==> src/rtl/align_norm_shifter.sv <==
// Two-stage valid/ready shifter for the float adder mantissa path.
// Mode 0 right-aligns {data,2'b00} and captures guard/round/sticky.
// Mode 1 left-normalises by the leading-zero count and reports that count.
// Stage 1 holds the operand and the resolved shift amount.
// Stage 2 holds the shifted result, which drives out_* directly.
module align_norm_shifter #(
  parameter int WIDTH   = 10,
  parameter int SHIFT_W = 5
) (
  input  logic               clk,
  input  logic               rst,
  input  logic               in_valid,
  output logic               in_ready,
  input  logic               in_mode,
  input  logic [WIDTH-1:0]   in_data,
  input  logic [SHIFT_W-1:0] in_shamt,
  output logic               out_valid,
  input  logic               out_ready,
  output logic [WIDTH-1:0]   out_data,
  output logic               out_guard,
  output logic               out_round,
  output logic               out_sticky,
  output logic [SHIFT_W-1:0] out_lzc,
  output logic               out_zero
);

  localparam int                 EXT_W  = WIDTH + 2;
  localparam logic [SHIFT_W-1:0] EXT_SH = SHIFT_W'(EXT_W);

  logic               s1_valid_q, s1_mode_q, s1_zero_q;
  logic [WIDTH-1:0]   s1_data_q;
  logic [SHIFT_W-1:0] s1_sh_q;

  logic               s2_valid_q, guard_q, round_q, sticky_q, zero_q;
  logic [WIDTH-1:0]   data_q;
  logic [SHIFT_W-1:0] lzc_q;

  logic               s1_adv, s2_adv;
  logic [SHIFT_W-1:0] lzc_d, sh_d;
  logic [WIDTH-1:0]   data_d;
  logic               guard_d, round_d, sticky_d;
  logic [2*EXT_W-1:0] wide;

  // Handshake: each stage may load when empty or when its contents move on.
  assign s2_adv   = ~s2_valid_q | out_ready;
  assign s1_adv   = ~s1_valid_q | s2_adv;
  assign in_ready = s1_adv;

  // Leading-zero count; the highest set bit is the last one seen scanning up.
  always_comb begin
    lzc_d = SHIFT_W'(WIDTH);
    for (int i = 0; i < WIDTH; i++)
      if (in_data[i]) lzc_d = SHIFT_W'(WIDTH - 1 - i);
  end

  // Effective shift: the LZC when normalising, clamped shamt when aligning.
  always_comb begin
    if (in_mode)               sh_d = lzc_d;
    else if (in_shamt >= EXT_SH) sh_d = EXT_SH;
    else                       sh_d = in_shamt;
  end

  // Stage 1 register: operand, mode, zero flag and resolved shift.
  always_ff @(posedge clk) begin
    if (rst) begin
      s1_valid_q <= 1'b0;
      s1_mode_q  <= 1'b0;
      s1_zero_q  <= 1'b0;
      s1_data_q  <= '0;
      s1_sh_q    <= '0;
    end else if (s1_adv) begin
      s1_valid_q <= in_valid;
      if (in_valid) begin
        s1_mode_q <= in_mode;
        s1_zero_q <= (in_data == '0);
        s1_data_q <= in_data;
        s1_sh_q   <= sh_d;
      end
    end
  end

  // Shifter: the low half of the wide vector catches every bit pushed past
  // ext[0], so sticky is simply its OR.
  always_comb begin
    wide     = {s1_data_q, {(EXT_W + 2){1'b0}}} >> s1_sh_q;
    data_d   = wide[2*EXT_W-1:EXT_W+2];
    guard_d  = wide[EXT_W+1];
    round_d  = wide[EXT_W];
    sticky_d = |wide[EXT_W-1:0];
    if (s1_mode_q) begin
      data_d   = s1_data_q << s1_sh_q;
      guard_d  = 1'b0;
      round_d  = 1'b0;
      sticky_d = 1'b0;
    end
  end

  // Stage 2 register: result is only replaced when it may advance, so out_*
  // stay stable under backpressure.
  always_ff @(posedge clk) begin
    if (rst) begin
      s2_valid_q <= 1'b0;
      data_q     <= '0;
      guard_q    <= 1'b0;
      round_q    <= 1'b0;
      sticky_q   <= 1'b0;
      lzc_q      <= '0;
      zero_q     <= 1'b0;
    end else if (s2_adv) begin
      s2_valid_q <= s1_valid_q;
      if (s1_valid_q) begin
        data_q   <= data_d;
        guard_q  <= guard_d;
        round_q  <= round_d;
        sticky_q <= sticky_d;
        lzc_q    <= s1_sh_q;
        zero_q   <= s1_zero_q;
      end
    end
  end

  assign out_valid  = s2_valid_q;
  assign out_data   = data_q;
  assign out_guard  = guard_q;
  assign out_round  = round_q;
  assign out_sticky = sticky_q;
  assign out_lzc    = lzc_q;
  assign out_zero   = zero_q;

endmodule

==> config.mk <==
export PLATFORM = sky130hd
export DESIGN_NAME = align_norm_shifter
export DESIGN_NICKNAME = d
export VERILOG_FILES = /design/src/rtl/align_norm_shifter.sv
export SDC_FILE = /design/constraint.sdc
export NUM_CORES = 1
export LEC_CHECK = 0
export BUFFER_PORTS_ARGS = -buffer_cell sky130_fd_sc_hd__buf_2
export CAP_MARGIN = 5
export CORE_MARGIN = 2
export CORE_UTILIZATION = 30
export DETAILED_ROUTE_END_ITERATION = 12
export GPL_ROUTABILITY_DRIVEN = 0
export SYNTH_ARGS = -nofsm -noshare
export SYNTH_HDL_FRONTEND = slang
export SYNTH_SLANG_ARGS = --single-unit
export TNS_END_PERCENT = 20
==> constraint.sdc <==
create_clock -name clk -period 5 [get_ports clk]
set_input_delay 1 -clock clk [delete_from_list [all_inputs] [get_ports clk]]
set_output_delay 1 -clock clk [all_outputs]
set_load 0.01 [all_outputs]
==> results.sh <==
export IMPL_relSlewSlack_pct=29.1
export IMPL_nNetsFinal=376
export IMPL_cp_start_kind="input pin"
export IMPL_r2r_slack_ns=2.40
export IMPL_clockBufferDepth=2
export IMPL_io_buffers=40
export IMPL_hold_end="out_data[7]"
export IMPL_synth_area_top_cells="dfxtp_1, nand2_1, a21oi_1, mux2i_1, o21ai_0"
export IMPL_clock_root_buffer="clkbuf_8"
export IMPL_fin_worst_skew_ns=0.00830
export IMPL_rows=33
export IMPL_endpoint_kind="primary output"
export IMPL_vias=2484
export IMPL_drive_gt1_share_pct=18.8
export IMPL_p_leak_uw=0.00106
export IMPL_async_reset_ff_share_pct=0
export IMPL_synth_seq_cells=38
export IMPL_die_h_um=96.0
export IMPL_reg2reg_from="s1_sh_q[1]"
export IMPL_whs_path_depth=2
export IMPL_maxCapViolations=0
export IMPL_synthesis_instances=337
export IMPL_min_path_type="flop to flop"
export IMPL_syn2layout_area_growth_pct=11.9
export IMPL_post_cts_buffers=0
export IMPL_design_area_mm2=0.00284
export IMPL_syn_nets=357
export IMPL_slew_viol_final=0
export IMPL_cts_htree_levels=2
export IMPL_min_from="out_data[7]"
export IMPL_cts_buffers=5
export IMPL_clkLatencyLatePin_ns=0.30
export IMPL_firstDrtPassIters=4
export IMPL_synth_top_cell_area_share_pct=30.0
export IMPL_synth_area_per_cell_um2=7.53
export IMPL_hold_viol=0
export IMPL_yosysSeqAreaShare_pct=30.0
export IMPL_layout_min_cycle_time_ns=2.63
export IMPL_status="finished, final reports clean"
export IMPL_grt_total_usage_pct=15.4
export IMPL_cts_hold_buf=0
export IMPL_hpwl_um=4770
export IMPL_reg2reg_depth=6
export IMPL_synth_most_common_cell="nand2_1"
export IMPL_finalSetupViolations=0
export IMPL_r2r_end="out_sticky"
export IMPL_antenna_found_initial=0
export IMPL_grt_pass1_wl_um=11100
export IMPL_critical_path_class="input pin to primary output"
export IMPL_ys_flop_type="dfxtp_1"
export IMPL_dieArea_mm2=0.00921
export IMPL_grt_start_max_net_pins=40
export IMPL_core_mm2=0.00822
export IMPL_fmax_mhz=381
export IMPL_route_final_wire_length_um=6720
export IMPL_yosys_area_top_type="dfxtp_1"
export IMPL_drt_iter0_drc=211
export IMPL_synth_edf_count=0
export IMPL_die_width_um=96.0
export IMPL_start_util_pct=30.9
export IMPL_io_pins=41
export IMPL_rsz0062_at_grt="no"
export IMPL_cts_tree="built"
export IMPL_setup_tns_ns=0
export IMPL_yosys_warnings=0
export IMPL_power_density_mw_per_mm2=269
export IMPL_cts_resized=0
export IMPL_diodes=0
export IMPL_gr_total_overflow=0
export IMPL_drcViolationCount=0
export IMPL_fill_cells=863
export IMPL_synth_common_cells="nand2_1, a21oi_1, dfxtp_1, nor2_1, o21ai_0"
export IMPL_vias_per_cell=5.39
export IMPL_detail_route_antenna_nets=0
export IMPL_wl_per_cell_um=14.6
export IMPL_critPathRequiredTime_ns=4.00
export IMPL_syn_cell_area_mm2=0.00254
export IMPL_clock_sinks=38
export IMPL_place_area_mm2=0.00273
export IMPL_arrival_ns=1.63
export IMPL_synth_cell_types=54
export IMPL_worst_pin_slew_ns=1.06
export IMPL_path_clk_slew_ns=0.07
export IMPL_crit_fanout=5
export IMPL_finalCritPeriodShare_pct=52.5
export IMPL_grt_pass1_vias=2233
export IMPL_ir_drop_mv=0.114
[power breakdown]
part	switching (uW)	internal [uW]
clock	113	160
combinational	88.9	62.8
sequential	23.7	315
total	225	538
[metrics by stage]
step                cells  power (uW)  util (%)  hold slack [ns]  worst slack [ns]
floorplan             337         457         -            0.432              2.64
global placement      454         495      33.2            0.441              2.35
detailed placement    454         496      33.2            0.444              2.37
CTS                   461         768      34.6            0.453              2.37
global route          461         803      34.6            0.475              2.12
finish                461         763      34.6            0.450              2.37
[cells in the final DEF, fill, tap and decap left out, types with 4 or more instances in the layout]
master,Yosys,layout
buf_4,2,4
nor2_1,24,24
mux2_2,8,8
nor3_1,6,6
nand2_1,67,67
a21oi_1,38,38
nor2b_1,4,4
inv_1,5,5
clkbuf_8,0,6
buf_2,4,40
a22oi_1,6,6
mux2i_1,17,17
dfxtp_1,38,38
o211ai_1,5,5
nand2b_1,4,4
nand3_1,4,4
nor4_1,5,5
o21ai_0,21,21
[worst max-delay path by stage]
stage / startpoint / end / slack (ns) / cells past startpoint
2_1_floorplan: out_ready / in_ready / 2.64 / 2
3_3_place_gp: out_ready / s1_sh_q[2] / 2.35 / 5
3_5_place_dp: out_ready / in_ready / 2.37 / 4
4_1_cts: out_ready / in_ready / 2.37 / 4
5_1_grt: s1_sh_q[1] / out_sticky / 2.12 / 6
6_report: out_ready / in_ready / 2.37 / 4
[state kept, by name (all words and copies together) (netlist names)]
signal	flops
out_data	10
s1_data_q	10
out_lzc	5
s1_sh_q	5
out_guard	1
out_round	1
out_sticky	1
out_valid	1
out_zero	1
s1_mode_q	1
s1_valid_q	1
s1_zero_q	1
[per-layer routing]
layer  vias to the layer above  part of all wire (%)  global-route usage, %  wire length, um
met1                      1152                    50                   22.3             3330
met5                         -                     0                      0                0
met3                        12                   4.9                   3.13              330
met4                         0                   1.5                   3.69              102
met2                        65                    44                   23.3             2960
li1                       1255                     -                      -                -
[cell type report]
cell class | count | area (um2) | area share, %
Clock inverter | 1 | 30.0 | 1.06
Inverter | 8 | 30.0 | 1.06
Tap cell | 105 | 131 | 4.63
Sequential cell | 38 | 761 | 26.8
Clock buffer | 6 | 82.6 | 2.91
Timing Repair Buffer | 44 | 230 | 8.11
Multi-Input combinational cell | 259 | 1580 | 55.5
[critical path, cell delays in order]
cell     delay, ns
buf_2         0.09
nor2b_1       0.24
nand2_1       0.13
buf_2         0.16
[kinds of logic after synthesis]
| kind of cell | count (synthesis) | synth area share (%) |
|---|---|---|
| compound gates | 106 | 27.1 |
| buf+inv | 40 | 7.94 |
| mux | 28 | 13.2 |
| flops | 38 | 30.0 |
| simple gates | 125 | 21.7 |
(Power assumes the default switching activity.)
